==> src/rtl/mem_arb_pkg.sv <==
// Shared definitions for the unified SRAM port: access size codes, master IDs
// and the byte-enable / write-data replication helper.
package mem_arb_pkg;

  typedef enum logic [2:0] {
    SZ_BYTE = 3'd0,
    SZ_HALF = 3'd1,
    SZ_WORD = 3'd2
  } access_sz_e;

  typedef enum logic {
    MID_INST = 1'b0,
    MID_DATA = 1'b1
  } mid_e;

  typedef struct packed {
    logic [3:0]  be;
    logic [31:0] wdata;
    logic        misaligned;
  } lane_t;

  // Illegal size codes fall into the default arm and report as misaligned.
  function automatic lane_t lane_map(input logic [2:0]  sz,
                                     input logic [1:0]  addr_lo,
                                     input logic [31:0] wdata,
                                     input logic        we);
    lane_t r;
    r = '0;
    case (sz)
      SZ_BYTE: begin
        r.be    = 4'b0001 << addr_lo;
        r.wdata = {4{wdata[7:0]}};
      end
      SZ_HALF: begin
        r.be         = 4'b0011 << addr_lo;
        r.wdata      = {2{wdata[15:0]}};
        r.misaligned = addr_lo[0];
      end
      SZ_WORD: begin
        r.be         = 4'b1111;
        r.wdata      = wdata;
        r.misaligned = |addr_lo;
      end
      default: r.misaligned = 1'b1;
    endcase
    if (!we || r.misaligned) r.be = '0;
    return r;
  endfunction

endpackage

==> src/rtl/sram_lane_gen.sv <==
// Combinational byte-lane generator: byte enables, lane-replicated write data
// and misalignment flag from access size and low address bits.
module sram_lane_gen
  import mem_arb_pkg::*;
(
  input  logic [2:0]  sz,
  input  logic [1:0]  addr_lo,
  input  logic [31:0] wdata,
  input  logic        we,
  output logic [3:0]  sram_we,
  output logic [31:0] sram_wdata,
  output logic        misaligned
);

  lane_t lane;

  always_comb begin
    lane       = lane_map(sz, addr_lo, wdata, we);
    sram_we    = lane.be;
    sram_wdata = lane.wdata;
    misaligned = lane.misaligned;
  end

endmodule

==> src/rtl/sram_port_arbiter.sv <==
// Two-master arbiter for one 32-bit synchronous SRAM port: data side has fixed
// priority, a starvation counter forces the instruction side through.
module sram_port_arbiter
  import mem_arb_pkg::*;
#(
  parameter int unsigned STARVE_LIMIT = 4
) (
  input  logic        clk,
  input  logic        rst_n,
  input  logic        m0_req,
  input  logic [31:0] m0_addr,
  output logic        m0_gnt,
  output logic        m0_rvalid,
  output logic [31:0] m0_rdata,
  input  logic        m1_req,
  input  logic        m1_we,
  input  logic [31:0] m1_addr,
  input  logic [31:0] m1_wdata,
  input  logic [2:0]  m1_access_sz,
  output logic        m1_gnt,
  output logic        m1_rvalid,
  output logic [31:0] m1_rdata,
  output logic        m1_err,
  output logic        sram_en,
  output logic [3:0]  sram_we,
  output logic [31:0] sram_addr,
  output logic [31:0] sram_wdata,
  input  logic [31:0] sram_rdata
);

  localparam int unsigned     CNT_W = $clog2(STARVE_LIMIT + 1);
  localparam logic [CNT_W-1:0] LIMIT = CNT_W'(STARVE_LIMIT);

  logic [CNT_W-1:0] starve_cnt;
  logic             tag_valid;
  mid_e             tag_id;
  logic [31:0]      m0_rdata_q;
  logic [31:0]      m1_rdata_q;

  logic [3:0]       lane_we;
  logic [31:0]      lane_wdata;
  logic             lane_mis;

  logic             m1_wins;
  logic             m0_wins;
  logic             m1_issue;
  logic             rd_issue;
  logic             unused_m0_lo;

  assign unused_m0_lo = ^m0_addr[1:0];

  sram_lane_gen u_lane_gen (
    .sz         (m1_access_sz),
    .addr_lo    (m1_addr[1:0]),
    .wdata      (m1_wdata),
    .we         (m1_we),
    .sram_we    (lane_we),
    .sram_wdata (lane_wdata),
    .misaligned (lane_mis)
  );

  // The counter only matters while m0 is actually competing.
  always_comb begin
    m1_wins  = m1_req && (!m0_req || (starve_cnt < LIMIT));
    m0_wins  = m0_req && !m1_wins;
    m1_gnt   = rst_n && m1_wins;
    m0_gnt   = rst_n && m0_wins;
    m1_err   = m1_gnt && lane_mis;
    m1_issue = m1_gnt && !lane_mis;
    sram_en  = m0_gnt || m1_issue;
    rd_issue = m0_gnt || (m1_issue && !m1_we);

    sram_we    = '0;
    sram_wdata = '0;
    sram_addr  = '0;
    if (m1_issue) begin
      sram_we   = lane_we;
      sram_addr = {m1_addr[31:2], 2'b00};
      if (m1_we) sram_wdata = lane_wdata;
    end else if (m0_gnt) begin
      sram_addr = {m0_addr[31:2], 2'b00};
    end
  end

  always_ff @(posedge clk or negedge rst_n) begin
    if (!rst_n) begin
      starve_cnt <= '0;
    end else if (m0_req && !m0_gnt) begin
      if (starve_cnt != LIMIT) starve_cnt <= starve_cnt + CNT_W'(1);
    end else begin
      starve_cnt <= '0;
    end
  end

  always_ff @(posedge clk or negedge rst_n) begin
    if (!rst_n) begin
      tag_valid <= 1'b0;
      tag_id    <= MID_INST;
    end else begin
      tag_valid <= rd_issue;
      tag_id    <= m1_issue ? MID_DATA : MID_INST;
    end
  end

  assign m0_rvalid = tag_valid && (tag_id == MID_INST);
  assign m1_rvalid = tag_valid && (tag_id == MID_DATA);

  // Each side's read data holds its last returned word while the other side reads.
  always_ff @(posedge clk or negedge rst_n) begin
    if (!rst_n) begin
      m0_rdata_q <= '0;
      m1_rdata_q <= '0;
    end else begin
      if (m0_rvalid) m0_rdata_q <= sram_rdata;
      if (m1_rvalid) m1_rdata_q <= sram_rdata;
    end
  end

  assign m0_rdata = m0_rvalid ? sram_rdata : m0_rdata_q;
  assign m1_rdata = m1_rvalid ? sram_rdata : m1_rdata_q;

endmodule

==> config.mk <==
export PLATFORM = sky130hd
export DESIGN_NAME = sram_port_arbiter
export DESIGN_NICKNAME = d
export VERILOG_FILES = /design/src/rtl/mem_arb_pkg.sv /design/src/rtl/sram_lane_gen.sv /design/src/rtl/sram_port_arbiter.sv
export SDC_FILE = /design/constraint.sdc
export NUM_CORES = 1
export LEC_CHECK = 0
export ABC_AREA = 1
export CORE_UTILIZATION = 25
export DETAILED_ROUTE_END_ITERATION = 10
export GPL_TIMING_DRIVEN = 0
export MAX_ROUTING_LAYER = met4
export PLACE_DENSITY = 0.71
export SLEW_MARGIN = 20
export SYNTH_ARGS = -nofsm -noshare
export SYNTH_HDL_FRONTEND = slang
export SYNTH_SLANG_ARGS = --single-unit
export TNS_END_PERCENT = 50
==> constraint.sdc <==
create_clock -name clk -period 2.99 [get_ports clk]
set_input_delay 0.897 -clock clk [delete_from_list [all_inputs] [get_ports clk]]
set_output_delay 0.897 -clock clk [all_outputs]
set_load 0.05 [all_outputs]
# Word level (Yosys, flattened, before mapping)
# Index checks and enable logic that the tools add are counted.
# W data, S select, Z words.
# totals
register_bits,69
input_bits,136
word_cells,48
# classes
add_sub_neg,1
magnitude_cmp,1
n_eq_ne,4
shift,2
n_mux,13
bitwise,1
n_reduce_logical,21
# ops
cell,n
$mux W32,6
$pmux W36 S3,1
$logic_and A1 B1 Y1,10
$mux W4,2
$mux W3,2
$logic_not A1 Y1,5
$logic_or A1 B1 Y1,4
$shl A1 B2 Y4 const A,1
$shl A2 B2 Y4 const A,1
$add A3 B1 Y3 const B,1
$eq A3 B1 Y1 const B,1
$eq A3 B2 Y1 const B,1
$logic_not A3 Y1,1
$lt A3 B3 Y1 const B,1
$ne A3 B3 Y1 const B,1
$pmux W1 S3,1
$ne A2 B1 Y1 const B,1
$reduce_or A2 Y1,1
$mux W1,1
$not A1 Y1,1

# Longest topological paths before layout
# depth
ltp_word,9
ltp_mapped,9

# Hierarchy
# Synthesis repeated with hierarchy kept, for this count alone.
# hier_totals
cells_unflattened,567
area_unflattened_um2,3990.1
# by_module_without_submodules
mod,instances,cells_each,area_per_inst_um2,seq_area_each_um2
sram_port_arbiter,1,459,3500.9,1726.7
sram_lane_gen,1,108,489.2,0.0

# Worst setup path before layout
# No wires, ideal clock.
# synth_timing
kind,flip-flop to output port
from,reg tag_id
to,out m0_rdata[0]
arrival_ns,2.653
required_ns,2.093
setup_slack_ns,-0.560
path_stages_with_launch,5
cell_sequence,dfrtp_1 nor2_1 inv_2 clkbuf_1 o21ai_0
# synth_between
elab_chain_len,3
# synth_rtl
element,line_no,rtl
"start, declared",sram_port_arbiter.sv:36,mid_e tag_id;
"start signal, assigned",sram_port_arbiter.sv:101,tag_id <= m1_issue ? MID_DATA : MID_INST;
$not A1 Y1,sram_port_arbiter.sv:105,assign m0_rvalid = tag_valid && (tag_id == MID_INST);
$logic_and A1 B1 Y1,sram_port_arbiter.sv:105,
net m0_rvalid,sram_port_arbiter.sv:13,"output logic m0_rvalid,"
$mux W32,n/a,
"end, declared",sram_port_arbiter.sv:14,"output logic [31:0] m0_rdata,"
# The timed path passes the listed nets, and every way through them passes these cells.

# Worst setup path in the final report
# layout_timing
from,in m1_access_sz[1]
to,out sram_addr[5]
# layout_between
elab_chain_len,5
# layout_rtl
element,line_no,rtl
"start, declared",sram_port_arbiter.sv:19,"input logic [2:0] m1_access_sz,"
$eq A3 B2 Y1 (tied with other cells),mem_arb_pkg.sv:29,case (sz)
$pmux W1 S3 *,mem_arb_pkg.sv:29,
$logic_not A1 Y1 *,sram_port_arbiter.sv:69,m1_issue = m1_gnt && !lane_mis;
$logic_and A1 B1 Y1 *,sram_port_arbiter.sv:69,
$mux W32 *,sram_port_arbiter.sv:76,if (m1_issue) begin
"end, declared",sram_port_arbiter.sv:26,"output logic [31:0] sram_addr,"
# Every way passes the cells marked *; elsewhere a longest branch is shown, timed or not.

==> flow_summary_export.csv <==
group,metric,value,unit
logic_synthesis,synthTopCellsByArea,"dfrtp_1 (45%), nand2_1 (26%), o21ai_0 (8.5%)",
clocking,h-tree-depth,3,
global_routing,grt_max_degree,19,
sta,hold_viol,0,
drt,num_vias,4800,
logic_synthesis,synth_warnings,0,
min_path,hold_end,"m0_rdata_q[1]$_DFF_PN0_",
setup_path,rr_worst_depth,5,
logic_synthesis,synth-edff-count,0,
setup_path,reg2reg_setup_slack,1.54,ns
power_and_ir_drop,p_per_area,585,nW/um^2
setup_path,cpMaxStageDelayCell,"nor2_4",
sta,setup_ws,-0.00678,ns
sta,slew_headroom,0.602,
finish,drive_gt1_frac,0.331,
finish,final.fill_count,1366,
setup_path,crit_path_cell_trace,"buf_12 > nor2_4 > nand3_2 > nand3_4 > nor2_4 > buf_6 > buf_6 > buf_6 > nand2_1 > nand2_2 > buf_8",
clocking,root_buffer,"clkbuf_16",
sta,period_needed,3.00,ns
logic_synthesis,synth_top_cell_area_share,0.450,
setup_path,critPathMostFrequentCell,"buf_6",
die,start_util,0.260,
placed_design,globalplace.congestion,0.888,
clocking,clkSlewWorstSetupHoldPaths,0.05,ns
clocking,cts_tree,"yes",
drt,via_per_inst,4.52,
logic_synthesis,ys_ff_latch,69,
setup_path,crit_path_max_incr_delay,0.14,ns
placed_design,io_buffers,267,
global_routing,grt_use_total,0.203,
logic_synthesis,ys_types,24,
sta,fmax,334,MHz
clocking,insertion_delay,0.33,ns
die,rows,44,
drt,drc,0,
drt,drt_first_pass_iters,4,
sta,tightest_slew,0.596,ns
die,io_pins,274,
min_path,min_from,"m0_rdata_q[1]$_DFF_PN0_",
placed_design,hpwl,11700,um
logic_synthesis,syn_area,3840,um^2
sta,rsz0062_at_grt,"yes",
power_and_ir_drop,ir_worst_vdd,0.301,mV
min_path,hold_class,"flop to flop",
setup_path,start_kind,"input pin",
setup_path,critPathKind,"input pin to output port",
setup_path,crit_family,"buffers and inverters",
global_routing,grt_pass1_wl,24600,um
drt,ant_nets,0,
finish,mostFrequentLayoutCells,"nand2_1 (247), clkdlybuf4s50_1 (126), dfrtp_1 (69)",
setup_path,startpoint,"m1_access_sz[1]",
sta,fin_worst_skew,0.0119,ns
setup_path,critPathRequiredTime,2.09,ns
global_routing,overflow,0,
finish,seq_area,1730,um^2
sta,whs,0.471,ns
power_and_ir_drop,p_leak,3.80,nW
setup_path,r2r_end,"m0_rdata_q[29]$_DFF_PN0_",
die,core_area,14800,um^2
finish,final_util,0.531,
global_routing,antenna_found_initial,1,
logic_synthesis,synth_area_per_cell,6.79,um^2
logic_synthesis,syn_inst,565,
setup_path,worstSetupEndpointType,"output port",
setup_path,crit_buf_inv,5,
setup_path,cp.arrival,2.10,ns
finish,nNetsFinal,1010,
finish,instances_no_fill,1062,
clocking,clockBufferDepth,2,
die,fp.dieH,126,um
drt,drt_iter0_markers,223,
logic_synthesis,synthArstFlopShare,1.00,
run_status,outcome,"finished, violations left",
die,die_w,126,um
die,dieArea,15800,um^2
sta,setup_tns,-0.0152,ns
sta,min_period_over_period,1.00,
flow_run,cap_violations,0,
placed_design,dp_cells,1018,
clocking,cts_made_buffers,9,
finish,final_common_cell,"nand2_1",
logic_synthesis,yosysTopAreaCell,"dfrtp_1",
finish,area_growth,104,%
finish,multiInputGateArea,2070,um^2
logic_synthesis,synth-main-ff-cell,"dfrtp_1",
drt,drt-wirelength-per-cell,15.1,um
global_routing,grt_pass1_vias,4672,
setup_path,path_max_fanout,6,
setup_path,r2r_start,"tag_valid$_DFF_PN0_",
placed_design,post-place-ws,-1.39,ns
sta,setup-violations-final,3,
drt,wl,16100,um
clocking,cts_sinks,69,
sta,maxSlewViolCount,0,
min_path,min_path_cells,2,
logic_synthesis,ys_seq_area_frac,0.450,
run_status,violations,"negative setup slack",
cell families after synthesis:
group | share of synthesized area
flip-flops | 0.450
AND/OR/NAND/NOR | 0.337
adder cells (fa/ha/maj) | 0.00652
XOR/XNOR | 0.00457
buffers and inverters | 0.0916
AO/OA/AOI/OAI | 0.109
other | 0.000977
cells in the mapped netlist (all sizes together) (2+ instances only):
master,number
nand2,268
dfrtp,69
o21ai,65
inv,49
nor2,43
clkbuf,19
nand3,17
buf,12
o2111ai,8
a21oi,3
clkinv,3
ha,2
nand4,2
cell type report:
cell class,instances,share of cell area
Buffer,31,0.0340
Tap cell,184,0.0294
Timing Repair inverter,2,0.00160
Clock buffer,9,0.0287
Antenna cell,1,0.000319
Multi-Input combinational cell,414,0.264
Inverter,52,0.0273
Timing Repair Buffer,293,0.381
Sequential cell,69,0.220
Clock inverter,7,0.0131
worst min-delay path, cell delays in order, from the launching register on:
cell     delay, ns
dfrtp_1       0.32
nand2_1       0.06
o21ai_2       0.06
per-layer routing:
| metal | vias up | track usage | part of all wire | wire (um) |
|---|---|---|---|---|
| met3 | 27 | 0.0365 | 0.056 | 895 |
| met5 | - | - | 0 | 0 |
| met1 | 2183 | 0.236 | 0.41 | 6590 |
| met4 | 0 | 0.0744 | 0.023 | 366 |
| li1 | 2376 | - | - | - |
| met2 | 214 | 0.350 | 0.51 | 8200 |
metrics by stage:
stage	instance area, um^2	power [mW]
3_3_place_gp	6890	3.44
2_1_floorplan	3980	2.63
5_1_grt	7840	4.79
3_5_place_dp	6900	3.47
6_report	7840	4.58
4_1_cts	7830	4.66
worst max path at each step:
| stage | endpoint | slack, ns | depth (start not counted) |
|---|---|---|---|
| global route | sram_addr[19] | -0.08 | 10 |
| detailed placement | sram_addr[7] | -1.39 | 8 |
| global placement | sram_addr[7] | -3.90 | 7 |
| floorplan | sram_wdata[24] | -0.22 | 7 |
| finish | sram_addr[5] | -0.007 | 11 |
| CTS | m0_rdata[10] | -0.06 | 4 |
repair_timing:
action,in CTS,in global routing
pin swaps,11,18
setup buffers,19,2
cloned,6,1
endpoints found under the setup margin,134,112
hold buffers,0,0
resized for setup,793,108
power breakdown:
| part | leakage, nW | total, mW | switching [mW] | internal, mW |
|---|---|---|---|---|
| combinational | 2.83 | 2.17 | 1.50 | 0.668 |
| clock | 0.157 | 1.17 | 0.431 | 0.742 |
| sequential | 0.817 | 1.24 | 0.0674 | 1.17 |
sequential cells by signal, summed over array words and instances (netlist names):
| register | flops |
|---|---|
| tag_id | 1 |
| m1_rdata_q | 32 |
| m0_rdata_q | 32 |
| tag_valid | 1 |
| starve_cnt | 3 |
Note: power is estimated with default switching activity, not from simulation.
